$ cat src/rtl/cordic_exp_arb.sv
// Round-robin arbiter and result router sharing one cordic_exp_plus core among NREQ requesters.
// Optional tag/valid consistency check enabled by defining CORDIC_EXP_ARB_CHK_EN.
module cordic_exp_arb #(
  parameter int NREQ     = 4,
  parameter int WII      = 8,
  parameter int WOI      = 32,
  parameter int WOF      = 32,
  parameter int PIPELINE = 16
) (
  input  logic                          clk,
  input  logic                          rst_n,
  input  logic [NREQ-1:0]               req_vaild,
  input  logic [NREQ*(WII+16)-1:0]      req_data,
  output logic [NREQ-1:0]               req_ready,
  output logic signed [WII+15:0]        core_iData,
  output logic                          core_pre_vaild,
  input  logic signed [WOI+WOF-1:0]     core_exp,
  input  logic                          core_post_vaild,
  output logic [NREQ-1:0]               rsp_vaild,
  output logic signed [WOI+WOF-1:0]     rsp_data,
  output logic                          busy,
  output logic                          err
);

  localparam int LAT = PIPELINE + 2;
  localparam int IW  = WII + 16;
  localparam int OW  = WOI + WOF;
  localparam int TW  = $clog2(NREQ);
  localparam logic [TW:0] NREQ_W = (TW+1)'(NREQ);

  logic signed [IW-1:0] ops [NREQ];
  logic [TW-1:0]        rr_q, rr_d, issue_tag_q, issue_tag_d, grant_idx;
  logic [TW:0]          scan;
  logic                 grant_vld;
  logic signed [IW-1:0] core_idata_q, core_idata_d;
  logic                 core_pre_vaild_q, core_pre_vaild_d;
  logic [LAT-1:0]       tag_vld_q, tag_vld_d;
  logic [TW-1:0]        tag_idx_q [LAT];
  logic [TW-1:0]        tag_idx_d [LAT];
  logic [NREQ-1:0]      rsp_vaild_q, rsp_vaild_d;
  logic signed [OW-1:0] rsp_data_q, rsp_data_d;
  logic                 err_q, err_d;
  logic                 route;

  for (genvar g = 0; g < NREQ; g++) begin : g_ops
    assign ops[g] = req_data[g*IW +: IW];
  end

  // Round-robin scan starting at rr; first active requester wins.
  always_comb begin
    grant_vld = 1'b0;
    grant_idx = '0;
    scan      = '0;
    for (int k = 0; k < NREQ; k++) begin
      scan = {1'b0, rr_q} + (TW+1)'(k);
      if (scan >= NREQ_W) scan = scan - NREQ_W;
      if (!grant_vld && req_vaild[scan[TW-1:0]]) begin
        grant_vld = 1'b1;
        grant_idx = scan[TW-1:0];
      end
    end
  end

  always_comb begin
    req_ready        = grant_vld ? (NREQ'(1) << grant_idx) : '0;
    rr_d             = rr_q;
    core_idata_d     = core_idata_q;
    issue_tag_d      = issue_tag_q;
    core_pre_vaild_d = grant_vld;
    if (grant_vld) begin
      rr_d         = (grant_idx == TW'(NREQ-1)) ? '0 : grant_idx + TW'(1);
      core_idata_d = ops[grant_idx];
      issue_tag_d  = grant_idx;
    end
  end

  // Tag pipe mirrors the core latency so each result finds its requester.
  always_comb begin
    tag_vld_d    = {tag_vld_q[LAT-2:0], core_pre_vaild_q};
    tag_idx_d[0] = issue_tag_q;
    for (int k = 1; k < LAT; k++) tag_idx_d[k] = tag_idx_q[k-1];
  end

`ifdef CORDIC_EXP_ARB_CHK_EN
  always_comb begin
    route = core_post_vaild & tag_vld_q[LAT-1];
    err_d = err_q | (core_post_vaild ^ tag_vld_q[LAT-1]);
  end
`else
  always_comb begin
    route = core_post_vaild;
    err_d = 1'b0;
  end
`endif

  always_comb begin
    rsp_vaild_d = route ? (NREQ'(1) << tag_idx_q[LAT-1]) : '0;
    rsp_data_d  = route ? core_exp : rsp_data_q;
  end

  always_ff @(posedge clk or negedge rst_n) begin
    if (!rst_n) begin
      rr_q             <= '0;
      issue_tag_q      <= '0;
      core_idata_q     <= '0;
      core_pre_vaild_q <= 1'b0;
      tag_vld_q        <= '0;
      for (int k = 0; k < LAT; k++) tag_idx_q[k] <= '0;
      rsp_vaild_q      <= '0;
      rsp_data_q       <= '0;
      err_q            <= 1'b0;
    end else begin
      rr_q             <= rr_d;
      issue_tag_q      <= issue_tag_d;
      core_idata_q     <= core_idata_d;
      core_pre_vaild_q <= core_pre_vaild_d;
      tag_vld_q        <= tag_vld_d;
      for (int k = 0; k < LAT; k++) tag_idx_q[k] <= tag_idx_d[k];
      rsp_vaild_q      <= rsp_vaild_d;
      rsp_data_q       <= rsp_data_d;
      err_q            <= err_d;
    end
  end

  assign core_iData     = core_idata_q;
  assign core_pre_vaild = core_pre_vaild_q;
  assign rsp_vaild      = rsp_vaild_q;
  assign rsp_data       = rsp_data_q;
  assign busy           = core_pre_vaild_q | (|tag_vld_q);
  assign err            = err_q;

endmodule
$ cat config.mk
export PLATFORM = sky130hd
export DESIGN_NAME = cordic_exp_arb
export DESIGN_NICKNAME = d
export VERILOG_FILES = /design/src/rtl/cordic_exp_arb.sv
export SDC_FILE = /design/constraint.sdc
export NUM_CORES = 1
export LEC_CHECK = 0
export CAP_MARGIN = 20
export CELL_PAD_IN_SITES_DETAIL_PLACEMENT = 2
export CELL_PAD_IN_SITES_GLOBAL_PLACEMENT = 2
export CORE_UTILIZATION = 27
export CTS_BUF_LIST = sky130_fd_sc_hd__clkbuf_2
export DETAILED_ROUTE_END_ITERATION = 10
export GPL_TIMING_DRIVEN = 0
export PLACE_DENSITY_LB_ADDON = 0.1
export SYNTH_ARGS = -nofsm -noshare
export SYNTH_HDL_FRONTEND = slang
export SYNTH_SLANG_ARGS = --single-unit
$ cat constraint.sdc
create_clock -name clk -period 2.4 [get_ports clk]
set_clock_uncertainty 0.15 [all_clocks]
set_input_delay 0.24 -clock clk [delete_from_list [all_inputs] [get_ports clk]]
set_output_delay 0.24 -clock clk [all_outputs]
set_load 0.01 [all_outputs]
==> results.ini, run 1 <==
[layout]
utilization_pct = 52.5
ff_latch_area_mm2 = 0.00378
final_cell_count_no_fill = 1126
layout_commonest_cell = clkdlybuf4s50_1
final_cell_mix = clkdlybuf4s50_1, dfrtp_1, dlygate4sd3_1
fill_cells = 1922
area_delta_synth_final_pct = 88.5
finalNetCount = 1008
multi_input_area_mm2 = 0.00187
layout-drive-gt1-share_pct = 19.5

[timing]
rsz0062_at_grt = yes
period_needed_ns = 2.56
setup_viol = 3
fmax_ghz = 0.390
layout_setup_ws_ns = -0.164
worst_pin_slew_ns = 0.589
final_max_slew_viol_count = 0
max_slew_margin_pct = 60.7
hold_slack_ns = 0.0903
finalHoldViolCount = 0
period_share_pct = 107

[floorplan]
die_h_um = 147
die-area_mm2 = 0.0217
start_util_pct = 27.9
row_count = 52
die_x_um = 147
core-area_mm2 = 0.0205
boundaryPins = 266

[cts]
cts_buffers = 17
cts_tree = built
cts_buffer_depth = 2
cts_sinks = 151
root_buffer = clkbuf_2
clk_pin_slew_ns = 0.26
htreeDepth = 4
insertion_delay_ns = 0.72

[setup_path]
r2r_end = core_iData[12]$_DFFE_PN0P_
ff2ff_path_depth = 9
rr_startpoint = rr_q[1]$_DFFE_PN0P_
cp.arrival_ns = 2.17
cp_cell_sequence = nor4_1, nand4_1, or4_1, buf_2
cp_slowest_cell = dfrtp_1
endpoint_kind = output port
cp-start-kind = flip-flop
r2r_slack_ns = 0.02
path_class = reg2out
cp_top_family = simple AND/OR/NAND/NOR gates
worstPathMaxFanout = 2
critPathLaunch = tag_vld_q[1]$_DFF_PN0_
cp_num_buf_inv = 1
crit_required_ns = 2.01
cpPeakStageDelay_ns = 0.44

[yosys]
netlist_area_mm2 = 0.00571
synth_cells = 392
ys_async_sr_fraction_pct = 100
synth_seq_cells = 151
avgSynthCellArea_um2 = 14.6
synth_top_family_by_area = multiplexers
synth_compound_area_share_pct = 9.29
synth_fa_ha_area_share_pct = 0
synthFlopType = dfrtp_1
synth_warnings = 0
syn-num-nets = 559
yosysSeqAreaShare_pct = 66.2
synth.distinct_cells = 38
synthSimpleGateAreaFrac_pct = 4.73
synth_mux_area_share_pct = 16.8
synth_edf_count = 0
synth-xor-area-share_pct = 0

[placed_design]
place_ws_ns = -0.186
gp_congestion = 0.738
dp_hpwl_um = 14500
dp.cells = 922
placement.io_buffers = 259

[global_route]
grt_pass1_wl_um = 39300
antenna_found_initial = 3
gr-total-overflow = 0
grt_max_degree = 95
grt_pass1_vias = 6337
track_usage_pct = 24.4

[pwr]
powerDensity_mw_per_mm2 = 696
p_leak_nw = 4.48
vdd.ir_drop.worst_v = 0.000282
total_power_mw = 7.49

[hold_path]
hp-class = in2reg
worst_hold_path.endpoint = core_iData[16]$_DFFE_PN0P_
hold_start = req_data[64]
holdPathStages = 3

[detailed_routing]
dr.pass1.iters = 4
wl_per_cell_um = 22.9
drt_iter0_markers = 124
via_count = 5173
viasPerCell = 4.59
drc = 0
wl_um = 25700
ant_nets = 0

[outcome]
violations = setup timing
status = finished with violations

[job]
cap_violations = 0

==> power breakdown <==
part	switching [mW]	internal (mW)	total, mW	leakage (nW)
logic	1.10	1.46	2.56	2.58
clock network	1.03	0.614	1.64	0.162
registers	0.261	3.02	3.28	1.74
total	2.40	5.09	7.49	4.48
==> registers in the layout, indices dropped and copies added, names as in the netlist, 2 cells and up <==
| signal | count |
|---|---|
| core_iData | 24 |
| issue_tag_q | 2 |
| rr_q | 2 |
| rsp_data | 64 |
| rsp_vaild | 4 |
| tag_idx_d | 34 |
| tag_idx_q | 2 |
| tag_vld_q | 18 |
==> worst register-to-register path: stages (launching register included) <==
cell	delay, ns
dfrtp_1	0.39
buf_6	0.12
clkinvlp_4	0.13
buf_4	0.15
buf_4	0.13
a2111oi_4	0.29
nor2_4	0.13
mux2i_1	0.14
dlygate4sd3_1	0.56
o22ai_1	0.16
==> stage by stage <==
step	instance area [um^2]	TNS, ns
floorplan	5710	0
global placement	8640	-788.16
detailed placement	8670	-0.186
CTS	10600	-0.567
global route	10800	-0.961
finish	10800	-0.292
==> routing by layer <==
metal | part of all wire, % | global-route usage, % | wire length [um]
met1 | 38 | 26.9 | 9710
met4 | 3.1 | 9.18 | 790
met3 | 4.8 | 5.22 | 1240
met2 | 54 | 45.4 | 14000
met5 | 0 | 0 | 0
==> synthesized netlist by cell type, types with 2 or more instances <==
cell type	n	share of area (%)
a221oi_1	24	3.7
a2111oi_4	2	0.96
inv_1	5	0.33
buf_4	2	0.26
clkbuf_1	11	0.72
nor2_1	28	1.8
nand2_1	5	0.33
o22ai_1	27	3.0
a21oi_1	2	0.18
buf_2	9	0.79
mux2i_1	24	4.2
nor4_1	4	0.44
buf_6	3	0.59
a21o_1	2	0.26
and3_1	2	0.22
buf_1	2	0.13
o21ai_0	6	0.53
dfrtp_1	151	66
mux2_2	64	13
==> cells by family after synthesis <==
logic type / Yosys count
flip-flops: 151
multiplexers: 88
AO/OA/AOI/OAI: 68
AND/OR/NAND/NOR: 51
buffers and inverters: 33
other: 1
==> what timing repair did <==
item / CTS / global route
hold buffers: 150 / 0
endpoints found under the hold margin: 241 / 0
resized for setup: 43 / 21
setup endpoints to repair: 5 / 22
setup buffers: 14 / 9
pin swaps: 9 / 8
gates cloned: 0 / 0
==> cell type report <==
type | count | share of cell area (%)
diodes | 3 | 0.0698
plain buffers | 25 | 1.37
clock buffers | 17 | 0.791
clock inverters | 14 | 1.76
inverters | 6 | 0.244
multi-input cells | 208 | 17.4
flip-flops and latches | 151 | 35.1
well taps | 270 | 3.14
repair buffers | 432 | 40.1
==> worst max path at each step <==
stage / end / slack [ns] / cells after the start
after floorplan: req_ready[0] / 0.63 / 6
after global placement: issue_tag_q[0]$_DFFE_PN0P_ / -5.24 / 1
after detailed placement: req_ready[0] / -0.19 / 6
after CTS: busy / -0.25 / 4
after global routing: busy / -0.36 / 4
final: busy / -0.16 / 4
Power figures use the tool's default switching activity.
==> run 2: changes to the inputs <==
--- a/config.mk
+++ b/config.mk
@@ -9,4 +9,5 @@
 export CELL_PAD_IN_SITES_DETAIL_PLACEMENT = 2
 export CELL_PAD_IN_SITES_GLOBAL_PLACEMENT = 2
+export CORE_ASPECT_RATIO = 0.9
 export CORE_UTILIZATION = 27
 export CTS_BUF_LIST = sky130_fd_sc_hd__clkbuf_2
--- a/constraint.sdc
+++ b/constraint.sdc
@@ -3,3 +3,3 @@
 set_input_delay 0.24 -clock clk [delete_from_list [all_inputs] [get_ports clk]]
 set_output_delay 0.24 -clock clk [all_outputs]
-set_load 0.01 [all_outputs]
+set_load 0.005 [all_outputs]
==> results.ini, run 2 (synthesis results as in run 1) <==
[global_route]
grt_max_degree = 90  ; -5.3%
track_usage_pct = 24.7  ; +0.34 points
gr-total-overflow = 0  ; unchanged
grt_pass1_wl_um = 39500  ; +0.62%
grt_pass1_vias = 6454  ; +1.8%
antenna_found_initial = 6  ; +3

[setup_path]
cp.arrival_ns = 2.27  ; +0.10 ns
cp-start-kind = flip-flop
path_class = reg2out
crit_required_ns = 2.01  ; about the same
worstPathMaxFanout = 2  ; unchanged
endpoint_kind = output port

[layout]
fill_cells = 1988  ; +3.4%
area_delta_synth_final_pct = 92.0
layout_commonest_cell = clkdlybuf4s50_1
final_cell_mix = clkdlybuf4s50_1, dlygate4sd3_1, dfrtp_1
ff_latch_area_mm2 = 0.00378  ; unchanged
largest_reg_flops = 64  ; unchanged
layout-drive-gt1-share_pct = 18.3  ; -1.2 points
finalNetCount = 1030  ; +2.2%
multi_input_area_mm2 = 0.00186  ; -0.80%

[detailed_routing]
dr.pass1.iters = 4  ; unchanged
drt_iter0_markers = 152  ; +23%
wl_um = 26100  ; +1.5%
drc = 0  ; unchanged
wl_per_cell_um = 22.4  ; -2.2%
ant_nets = 0  ; unchanged
via_count = 5372  ; +3.8%
viasPerCell = 4.60  ; +0.11%

[pwr]
internal-power_mw = 4.80  ; -5.7%
combPwrFrac_pct = 33.5  ; -0.7 points
p_seq_share_pct = 45.3  ; +1.5 points
clock_power_share_pct = 21.3  ; -0.7 points
p_leak_nw = 4.54  ; +1.4%
vdd.ir_drop.worst_v = 0.000285  ; +1.2%
swShare_pct = 33.7  ; +1.7 points
powerDensity_mw_per_mm2 = 661  ; -5.0%
netSwitchingPower_mw = 2.45  ; +2.1%

[timing]
setup_viol = 4  ; +1
max_slew_margin_pct = 42.9  ; -18 points
finalHoldViolCount = 0  ; unchanged
fin_tns_setup_ns = -0.524  ; -0.232 ns
final_max_slew_viol_count = 0  ; unchanged
fmax_ghz = 0.376  ; -3.5%
layout_setup_ws_ns = -0.256  ; -0.0926 ns
period_share_pct = 111  ; +3.9 points
rsz0062_at_grt = yes
period_needed_ns = 2.66  ; +0.0926 ns
worst_pin_slew_ns = 0.856  ; +0.267 ns

[cts]
root_buffer = clkbuf_2
clk_pin_slew_ns = 0.28  ; +0.02 ns
cts_sinks = 151  ; unchanged
cts_tree = built
cts_buffers = 17  ; unchanged
htreeDepth = 4  ; unchanged
cts_buffer_depth = 2  ; unchanged
insertion_delay_ns = 0.80  ; +0.08 ns

[outcome]
status = finished with violations
violations = setup timing

[floorplan]
row_count = 50  ; -3.8%
die_h_um = 140  ; -5.1%
core-area_mm2 = 0.0208  ; +1.3%
boundaryPins = 266  ; unchanged
start_util_pct = 27.5  ; -0.37 points
die-area_mm2 = 0.0217  ; about the same
die_x_um = 155  ; +5.3%

[placed_design]
place_ws_ns = -0.200  ; -0.0143 ns
placement.io_buffers = 259  ; unchanged
dp_hpwl_um = 14100  ; -3.0%
gp_congestion = 0.738  ; +0.11%

[job]
cap_violations = 0  ; unchanged

[hold_path]
hp-class = in2reg

==> run 2: what timing repair did <==
action	in CTS	in global routing
pin swaps	6	2
buffers inserted	14	2
hold buffers	174	6
gates resized for setup	42	13
setup endpoints to repair	5	12
endpoints found under the hold margin	243	10
cloned	0	0
==> run 2: layout make-up <==
class | instances | share of cell area (%)
repair buffers | 452 | 41.0
flip-flops and latches | 151 | 34.5
multi-input cells | 208 | 16.9
well taps | 286 | 3.26
clock inverters | 15 | 1.62
plain buffers | 27 | 1.52
clock buffers | 17 | 0.776
inverters | 6 | 0.274
diodes | 6 | 0.137
==> run 2: path summary, 6_finish.rpt <==
| check | cells after the start | startpoint | endpoint | slack [ns] |
|---|---|---|---|---|
| setup / recovery | 4 | tag_vld_q[10]$_DFF_PN0_ | busy | -0.26 |
| hold / removal | 4 | req_vaild[1] | rr_q[0]$_DFFE_PN0P_ | 0.06 |
| setup reg to reg | 10 | rr_q[0]$_DFFE_PN0P_ | core_iData[19]$_DFFE_PN0P_ | 0.09 |
| hold reg to reg | 0 | tag_idx_d[3]$_DFF_PN0_ | tag_idx_d[1]$_DFF_PN0_ | 0.19 |
| max in group asynchronous | 4 | rst_n | rr_q[0]$_DFFE_PN0P_ | 0.80 |
| min in group asynchronous | 3 | rst_n | rsp_data[61]$_DFFE_PN0P_ | 0.41 |
==> run 2: power by group through the flow <==
stage               sequential (mW)  clock [mW]  combinational [mW]
finish                         3.28        1.54                2.43
CTS                            3.26        1.58                2.28
floorplan                      3.28           0               0.701
global route                   3.34        1.69                2.56
detailed placement             3.31           0                1.86
global placement               3.28           0                1.81
==> run 2: critical path, stage by stage, from the launching register on <==
cell and delay (ns):
dfrtp_1 0.46, nor4_2 0.30, nand4_1 0.15, or4_1 0.43, buf_2 0.16
==> run 2: per-layer routing <==
| metal | up-vias | GRT usage [%] | wire length [um] |
|---|---|---|---|
| met5 | - | 0 | 0 |
| met4 | 0 | 9.13 | 753 |
| met3 | 49 | 7.12 | 1610 |
| met2 | 214 | 44.3 | 13700 |
| met1 | 2733 | 27.7 | 10000 |
| li1 | 2376 | - | - |
==> run 2: through the flow <==
step	std cells	power (mW)	utilization [%]	instance area, um^2	hold slack [ns]
after floorplan	392	3.98	-	5710	-0.206
after global placement	937	5.09	41.7	8660	0.183
after global routing	1168	7.60	52.8	11000	0.0272
after detailed placement	938	5.17	41.8	8690	0.187
after CTS	1158	7.12	52.3	10900	0.000427
final	1168	7.25	52.8	11000	0.0583
